**src/rtl/uart_tx_frame_fsm.sv**
```systemverilog
// uart_tx_frame_fsm
//   UART transmit framer feeding Parity_Generator_Tx. A byte accepted in IDLE
//   is held on data_in_tx_par for the whole frame. The parity generator's
//   even-parity bit comes back on parity_out. The line carries start, data
//   (LSB first), optional parity and stop bits. Each bit lasts PRESCALE clocks.
//   Build option: define UART_TX_TWO_STOP_EN to send two stop bits instead of one.
module uart_tx_frame_fsm #(
  parameter int DATA_WIDTH = 8,
  parameter int PRESCALE   = 16
) (
  input  logic                  CLK,
  input  logic                  RST,
  input  logic [DATA_WIDTH-1:0] data_in,
  input  logic                  data_valid,
  input  logic                  parity_en,
  input  logic                  par_typ,
  output logic [DATA_WIDTH-1:0] data_in_tx_par,
  input  logic                  parity_out,
  output logic                  tx_out,
  output logic                  busy
);

  localparam int CNT_W = (PRESCALE > 1) ? $clog2(PRESCALE) : 1;
  localparam int IDX_W = (DATA_WIDTH > 1) ? $clog2(DATA_WIDTH) : 1;
  localparam logic [CNT_W-1:0] CNT_LAST = CNT_W'(PRESCALE - 1);
  localparam logic [CNT_W-1:0] CNT_ONE  = CNT_W'(1);
  localparam logic [CNT_W-1:0] CNT_ZERO = CNT_W'(0);
  localparam logic [IDX_W-1:0] IDX_LAST = IDX_W'(DATA_WIDTH - 1);
  localparam logic [IDX_W-1:0] IDX_ONE  = IDX_W'(1);
  localparam logic [IDX_W-1:0] IDX_ZERO = IDX_W'(0);

  typedef enum logic [2:0] {
    S_IDLE   = 3'd0,
    S_START  = 3'd1,
    S_DATA   = 3'd2,
    S_PARITY = 3'd3,
    S_STOP   = 3'd4
  } state_e;

  state_e                state_q;
  logic [CNT_W-1:0]      cnt_q;
  logic [IDX_W-1:0]      idx_q;
  logic [DATA_WIDTH-1:0] data_q;
  logic                  par_en_q;
  logic                  par_typ_q;
  logic                  tx_q;
  logic                  busy_q;
`ifdef UART_TX_TWO_STOP_EN
  logic                  stop2_q;
`endif

  logic                  bit_end_s;
  logic [IDX_W-1:0]      idx_nxt_s;
  logic                  next_bit_s;
  logic                  par_bit_s;

  // Decode end of the current bit period and the value of the upcoming line bit
  always_comb begin
    bit_end_s  = (cnt_q == CNT_LAST);
    idx_nxt_s  = idx_q + IDX_ONE;
    next_bit_s = data_q[idx_nxt_s];
    par_bit_s  = parity_out ^ par_typ_q;
  end

  // Frame sequencer with registered line and busy outputs
  always_ff @(posedge CLK or negedge RST) begin
    if (!RST) begin
      state_q   <= S_IDLE;
      cnt_q     <= CNT_ZERO;
      idx_q     <= IDX_ZERO;
      data_q    <= {DATA_WIDTH{1'b0}};
      par_en_q  <= 1'b0;
      par_typ_q <= 1'b0;
      tx_q      <= 1'b1;
      busy_q    <= 1'b0;
`ifdef UART_TX_TWO_STOP_EN
      stop2_q   <= 1'b0;
`endif
    end else begin
      case (state_q)
        S_IDLE: begin
          cnt_q <= CNT_ZERO;
          idx_q <= IDX_ZERO;
          if (data_valid) begin
            data_q    <= data_in;
            par_en_q  <= parity_en;
            par_typ_q <= par_typ;
            state_q   <= S_START;
            tx_q      <= 1'b0;
            busy_q    <= 1'b1;
          end else begin
            tx_q      <= 1'b1;
            busy_q    <= 1'b0;
          end
        end
        S_START: begin
          if (bit_end_s) begin
            cnt_q   <= CNT_ZERO;
            idx_q   <= IDX_ZERO;
            state_q <= S_DATA;
            tx_q    <= data_q[0];
          end else begin
            cnt_q   <= cnt_q + CNT_ONE;
          end
        end
        S_DATA: begin
          if (bit_end_s) begin
            cnt_q <= CNT_ZERO;
            if (idx_q == IDX_LAST) begin
              idx_q <= IDX_ZERO;
              if (par_en_q) begin
                state_q <= S_PARITY;
                tx_q    <= par_bit_s;
              end else begin
                state_q <= S_STOP;
                tx_q    <= 1'b1;
              end
            end else begin
              idx_q <= idx_nxt_s;
              tx_q  <= next_bit_s;
            end
          end else begin
            cnt_q <= cnt_q + CNT_ONE;
          end
        end
        S_PARITY: begin
          if (bit_end_s) begin
            cnt_q   <= CNT_ZERO;
            state_q <= S_STOP;
            tx_q    <= 1'b1;
          end else begin
            cnt_q   <= cnt_q + CNT_ONE;
          end
        end
        S_STOP: begin
          tx_q <= 1'b1;
          if (bit_end_s) begin
            cnt_q <= CNT_ZERO;
`ifdef UART_TX_TWO_STOP_EN
            if (!stop2_q) begin
              stop2_q <= 1'b1;
            end else begin
              stop2_q <= 1'b0;
              state_q <= S_IDLE;
              busy_q  <= 1'b0;
            end
`else
            state_q <= S_IDLE;
            busy_q  <= 1'b0;
`endif
          end else begin
            cnt_q <= cnt_q + CNT_ONE;
          end
        end
        default: begin
          state_q <= S_IDLE;
          cnt_q   <= CNT_ZERO;
          idx_q   <= IDX_ZERO;
          tx_q    <= 1'b1;
          busy_q  <= 1'b0;
        end
      endcase
    end
  end

  assign data_in_tx_par = data_q;
  assign tx_out         = tx_q;
  assign busy           = busy_q;

endmodule

```
**config.mk**
```make
export PLATFORM = sky130hd
export DESIGN_NAME = uart_tx_frame_fsm
export DESIGN_NICKNAME = d
export VERILOG_FILES = /design/src/rtl/uart_tx_frame_fsm.sv
export SDC_FILE = /design/constraint.sdc
export NUM_CORES = 1
export LEC_CHECK = 0
export CORE_ASPECT_RATIO = 1.25
export CORE_UTILIZATION = 34
export CTS_BUF_LIST = sky130_fd_sc_hd__clkbuf_4 sky130_fd_sc_hd__clkbuf_8 sky130_fd_sc_hd__clkbuf_16
export CTS_CLUSTER_SIZE = 25
export DETAILED_ROUTE_END_ITERATION = 6
export GPL_ROUTABILITY_DRIVEN = 0
export PLACE_DENSITY = 0.69
export SLEW_MARGIN = 20
export SYNTH_ARGS = -nofsm -noshare
export SYNTH_HDL_FRONTEND = slang
export SYNTH_SLANG_ARGS = --single-unit
```
**constraint.sdc**
```tcl
create_clock -name CLK -period 2.89 [get_ports CLK]
set_input_delay 0.578 -clock CLK [delete_from_list [all_inputs] [get_ports CLK]]
set_output_delay 0.578 -clock CLK [all_outputs]
set_load 0.01 [all_outputs]
```
=== After elaboration in Yosys (flattened, before gate mapping) ===
Cells that the tools add are included.

* Register bits after elaboration: 22
* Latch bits: 0
* RAM bits: 0
* Memory bits (read-only): 0
* Input bits: 14
* Output and inout bits: 10
* Word-level logic and storage cells: 60
* Memories kept: 0

* Add/sub/neg operators: 2
* $mul: 0
* Divide/modulo/power cells: 0
* $lt $le $gt $ge: 1
* Equal/unequal tests: 12
* Shift-type cells: 0
* Mux-type cells: 25
* Bitwise gates (word level): 3
* Reduce and logical (&&, ||, !) cells: 9

{| class="wikitable"
|+ Operators by type and width
! kind !! count
|-
| 2-to-1 mux 3 bit || 9
|-
| one-hot mux 3 bit (5 select lines) || 1
|-
| != test 2 bit, second input constant || 6
|-
| 2-to-1 mux 1 bit || 9
|-
| one-hot mux 3 bit (3 select lines) || 1
|-
| 2-to-1 mux 4 bit || 2
|-
| equality test 3 x 2 -> 1 bit, second input constant || 2
|-
| equality test 3 bit, second input constant || 2
|-
| AND reduction 3 bit || 2
|-
| AND reduction 6 bit || 1
|-
| adder 4 x 1 -> 4 bit, second input constant || 1
|-
| equality test 4 bit, second input constant || 1
|-
| less-than comparator 3 x 4 -> 1 bit, second input constant || 1
|-
| one-hot mux 1 bit (4 select lines) || 1
|-
| AND reduction 2 bit || 2
|-
| OR reduction 4 bit || 1
|-
| adder 3 x 1 -> 3 bit, second input constant || 1
|-
| binary-select mux 1 bit (select 3 bit) || 1
|-
| equality test 3 x 1 -> 1 bit, second input constant || 1
|-
| zero test 3 bit || 1
|-
| one-hot mux 1 bit (3 select lines) || 1
|-
| OR reduction 3 bit || 1
|-
| NOT 1 bit || 2
|-
| OR reduction 2 bit || 1
|-
| XOR 1 bit || 1
|}

=== Logic depth before layout (Yosys ltp) ===
* Depth in word-level cells: 6
* Depth in mapped cells: 6
* Depth with buffers taken out: 6

=== Worst setup path after synthesis ===
OpenSTA, ideal clock, no wires.

* Kind: register to register
* From: register idx_q[0]
* To: register tx_q, in the netlist tx_out
* Library setup time: 88 ps
* Data arrival time: 1657 ps
* Required time: 2802 ps
* Setup slack: 1145 ps
* Cell stages (with the launch flop): 7
* Buffers on the path: 0
* Period minus slack after synthesis: 1745 ps
* Cells stage by stage: dfrtp_1 -> ha_1 -> ha_1 -> mux4_1 -> mux2_2 -> o211ai_2 -> nand3_1

* Longest elaborated chain between the ends: 6
* Elaborated cells on any way between the ends: 7
* Those cells by class: 1 x add/sub; 1 x eq/ne; 5 x mux

{| class="wikitable"
|+ Ends and longest elaborated chain
! what !! RTL line !! source
|-
| start: declaration || 42 || <nowiki>logic [IDX_W-1:0] idx_q;</nowiki>
|-
| start signal: assignment || 119 || <nowiki>idx_q <= idx_nxt_s;</nowiki>
|-
| adder 3 x 1 -> 3 bit || 60 || <nowiki>idx_nxt_s = idx_q + IDX_ONE;</nowiki>
|-
| binary-select mux 1 bit (select 3 bit) || 61 || <nowiki>next_bit_s = data_q[idx_nxt_s];</nowiki>
|-
| 2-to-1 mux 1 bit (not written as such) || 61 ||
|-
| 2-to-1 mux 1 bit (*) || 109 || <nowiki>if (idx_q == IDX_LAST) begin</nowiki>
|-
| 2-to-1 mux 1 bit (*) || 107 || <nowiki>if (bit_end_s) begin</nowiki>
|-
| one-hot mux 1 bit (4 select lines) (*) || 80 || <nowiki>case (state_q)</nowiki>
|-
| end signal: assignment || 101 || <nowiki>tx_q <= data_q[0];</nowiki>
|-
| end signal: assignment || 113 || <nowiki>tx_q <= par_bit_s;</nowiki>
|-
| end signal: assignment || 120 || <nowiki>tx_q <= next_bit_s;</nowiki>
|-
| end: declaration || 46 || <nowiki>logic tx_q;</nowiki>
|}

Every way passes the cells marked *; elsewhere a longest branch is shown, timed or not. The select of a mux whose other input is x is not followed.
A chain may end at the register's enable or synchronous reset.

=== Worst setup path in the final report ===
Same ends and word-level chain as after synthesis.

==> results.txt <==
----------------------------------------------------
[Floorplanning]
  Count of boundary I/O pins ... 24
  Initial Util ... 0.355
  Die boundary width ... around 54 µm
  Height of the chip ... ~67 µm
  Core Footprint ... 0.00319 mm²
  Area of the die ... approximately 0.0036 mm²
  Std-Cell Rows ... 23

[Global route]
  Total congestion overflow ... 0
  Maximum number of pins on one net before global-route repair ... 23
  Number of antenna violations at the first check in global routing ... 0
  First-pass GRT wire length ... about 4100 µm
  Via count of the first global-routing pass ... 949
  Total track usage ... 0.154

[STA]
  Post-Route Setup TNS ... 0 ns
  Worst-Margin Slew ... a little over 0.5 ns
  Final count of pins violating max slew ... 0
  Maximum clock frequency ... 528 MHz
  Clock Skew ... 0.00154 ns
  Relative slew margins ... 0.661
  Min cycle time layout ... roughly 1.9 ns
  Number of endpoints with negative hold slack in the final report ... 0
  Finish-stage setup viols ... 0
  Part of the cycle the worst path needs ... 0.655
  PnR worst setup slack ... 0.998 ns
  RSZ-0062 raised after global routing ... no

[Placed design]
  Detailed placer's ending HPWL ... 1630 µm
  Post-place setup slack ... approximately 0.90 ns
  Cell total after placement ... roughly 160
  Placed inst area ... 0.00140 mm²
  Input/output buffers ... 23

[Worst setup path]
  Critical path class ... reg2reg
  Most frequent CP cell ... ha_1
  Critical Path Fanout Max ... 6
  List of cells traversed by the critical path ... ha_1 -> ha_1 -> mux4_1 -> mux2_2 -> o211ai_2 -> nand3_1
  Number of buffers and inverters on the critical path ... 0
  Stage delay of the slowest cell on the critical path ... around 0.46 ns
  Type of element capturing the critical path ... register
  CP Launch Type ... register
  Critical Path RT ... 3.07 ns
  Top delay family on crit path ... multiplexers
  Slowest cell on the critical path ... dfrtp_1
  Arrival time reported for the critical path endpoint ... 2.07 ns

[Power and ir drop]
  Clock share of power ... 0.154
  Internal Pwr Total ... 0.857 mW
  Power Density ... roughly 900 mW/mm²
  Fraction of power consumed by sequential logic ... 0.439
  Sw Ratio ... 0.341
  Worst-case vdd ir drop ... slightly below 0.6 mV
  Relative contribution of combinational cells to total power ... 0.407
  Static Leak ... ~0.60 nW
  Sw power ... roughly 0.44 mW

[Clock tree]
  Clock insertion delay at the later pin of the skew report ... between 0.2 and 0.3 ns
  Number of buffers created by CTS ... 3
  Post-CTS Setup Bufs ... 0
  CTS tree ... done
  Cell at the root of the clock tree ... clkbuf_8
  Hold_buf cts ... 0
  Clock transition at the registers of the reported paths ... ~0.08 ns
  Clock net sink count ... 22
  Maximum root-to-sink buffer count ... 2
  Count of H-tree levels built during CTS ... 1
  Count of instances resized after the clock tree is built ... 0

[Cells and area]
  Number of nets at the end of the flow ... 140
  Count of inserted antenna diode cells ... 0
  Fin cells ... approximately 160
  Most frequent cells in the layout ... 23 x clkdlybuf4s50_1, 21 x dfrtp_1, 9 x mux2_2
  Multi-input combinational cell area ... ~550 µm²
  Signed area change from the synthesized netlist to the final layout ... 27.5%
  Sequential cell area ... approximately 550 µm²
  Final Instance Area ... ~0.0014 mm²
  Util after Layout ... 0.452
  Filler cell count ... ~310
  Most common cell after layout, fill and taps aside ... clkdlybuf4s50_1
  Ratio of cells with drive above 1 in the final layout ... 0.148

[Route]
  Routed WL per cell ... around 14 µm
  Drt pass-1 iters ... 4
  DR DRC count ... 0
  Drt initial violations ... 18
  Via density ... 5.46
  Final wirelength ... between 2000 and 2500 µm
  Via total after detailed routing ... 868
  Number of nets still failing antenna checks after routing ... 0

[Worst hold path]
  Classification of the worst-slack hold path ... reg2reg

[Yosys]
  Post-synthesis sequential area ratio ... 0.487
  Mapped Area ... ~0.0011 mm²
  Cell variety after synth ... 36
  Share of the synthesized area in the top cell type ... 0.464
  Avg Inst Size Synth ... 11.5 µm²
  Cell taking the most area after synthesis ... dfrtp_1
  Yosys warns ... 0
  Number of flip-flops and latches in the synthesized netlist ... 22
  Post-synth net total ... ~120
  Synth area leaders ... dfrtp_1 46%, mux2_2 8.9%, mux4_1 4.6%
  Gate count of the mapped netlist ... 99

[Job]
  Max capacitance violation total ... 0

[Outcome]
  Result of the run ... finished clean

----------------------------------------------------
## power by group through the flow
stage               sequential (mW)  combinational (mW)  clock (mW)
detailed placement            0.574               0.530           0
global route                  0.593               0.586       0.224
floorplan                     0.556               0.310           0
global placement              0.566               0.519           0
finish                        0.570               0.529       0.201
CTS                           0.571               0.536       0.209
## worst reg2reg max path: stages, from the launching register on
cell	delay [ns]
dfrtp_1	0.46
ha_1	0.23
ha_1	0.32
mux4_1	0.30
mux2_2	0.29
o211ai_2	0.13
nand3_1	0.09
## synth_stat cells
| cell type | number |
|---|---|
| o21ai_0 | 2 |
| a22oi_1 | 1 |
| o211ai_2 | 1 |
| nand2b_1 | 2 |
| nor2b_1 | 1 |
| dfstp_2 | 1 |
| o221ai_1 | 1 |
| a311oi_1 | 1 |
| mux2_1 | 2 |
| xnor2_1 | 2 |
| o21ai_1 | 3 |
| nand3_1 | 5 |
| o211ai_1 | 1 |
| nand2_1 | 5 |
| and3_1 | 1 |
| ha_1 | 3 |
| nand4_1 | 1 |
| a21o_1 | 1 |
| a21oi_1 | 6 |
| mux2i_1 | 2 |
| nor2_1 | 4 |
| a31oi_1 | 2 |
| o21a_1 | 1 |
| dfrtp_1 | 21 |
| mux4_1 | 2 |
| nor2_4 | 2 |
| buf_2 | 2 |
| o2bb2ai_1 | 1 |
| nor3_1 | 2 |
| inv_1 | 3 |
| nand3b_1 | 2 |
| nor4_1 | 1 |
| mux2_2 | 9 |
| clkbuf_1 | 3 |
| xor2_1 | 1 |
| o32ai_1 | 1 |
## path summary, 6_finish.rpt
kind                                start          to  slack [ns]  cells after the start
worst max-delay path             idx_q[0]      tx_out         1.0                      6
worst min-delay path            par_typ_q   par_typ_q        0.52                      1
worst max register to register   idx_q[0]      tx_out         1.0                      6
worst min register to register  par_typ_q   par_typ_q        0.52                      1
max in group asynchronous             RST      tx_out        1.95                      2
min in group asynchronous             RST  state_q[1]        0.66                      2
## metal layers
| metal | GRT usage | vias to the layer above | wire (µm) |
|---|---|---|---|
| met4 | 0.0526 | 0 | 19 |
| met5 | 0 | - | 0 |
| met2 | 0.248 | 25 | 1150 |
| met3 | 0.0342 | 4 | 96 |
| li1 | - | 411 | - |
| met1 | 0.200 | 428 | 971 |
## metrics by stage
step / hold WS [ns] / power (mW)
floorplan: 0.282 / 0.866
global placement: 0.485 / 1.09
detailed placement: 0.503 / 1.10
CTS: 0.520 / 1.32
global route: 0.550 / 1.40
finish: 0.516 / 1.30
## sequential cells by signal (all words and copies together), names as in the netlist
name and cells:
data_in_tx_par 8, cnt_q 4, idx_q 3, state_q 3
busy 1, par_en_q 1, par_typ_q 1, tx_out 1
## cell families (layout without fill, tap and decap cells)
kind of cell / count (synthesis) / count (layout) / synth area share
xor gates and xnor gates: 3 / 3 / 0.0232
DFF: 22 / 22 / 0.487
AOI/OAI and AO/OA: 22 / 22 / 0.128
muxes: 15 / 15 / 0.173
and+or+nand+nor: 26 / 26 / 0.127
adders and majority gates: 3 / 3 / 0.0331
buffers and inverters: 8 / 31 / 0.0287
## cell type report
| type | instances | share of cell area |
|---|---|---|
| clock buffers | 4 | 0.0338 |
| inverters | 3 | 0.00779 |
| flip-flops and latches | 22 | 0.382 |
| multi-input cells | 69 | 0.380 |
| well taps | 37 | 0.0320 |
| repair buffers | 24 | 0.165 |
No activity file was read; power rests on OpenSTA's default activity.
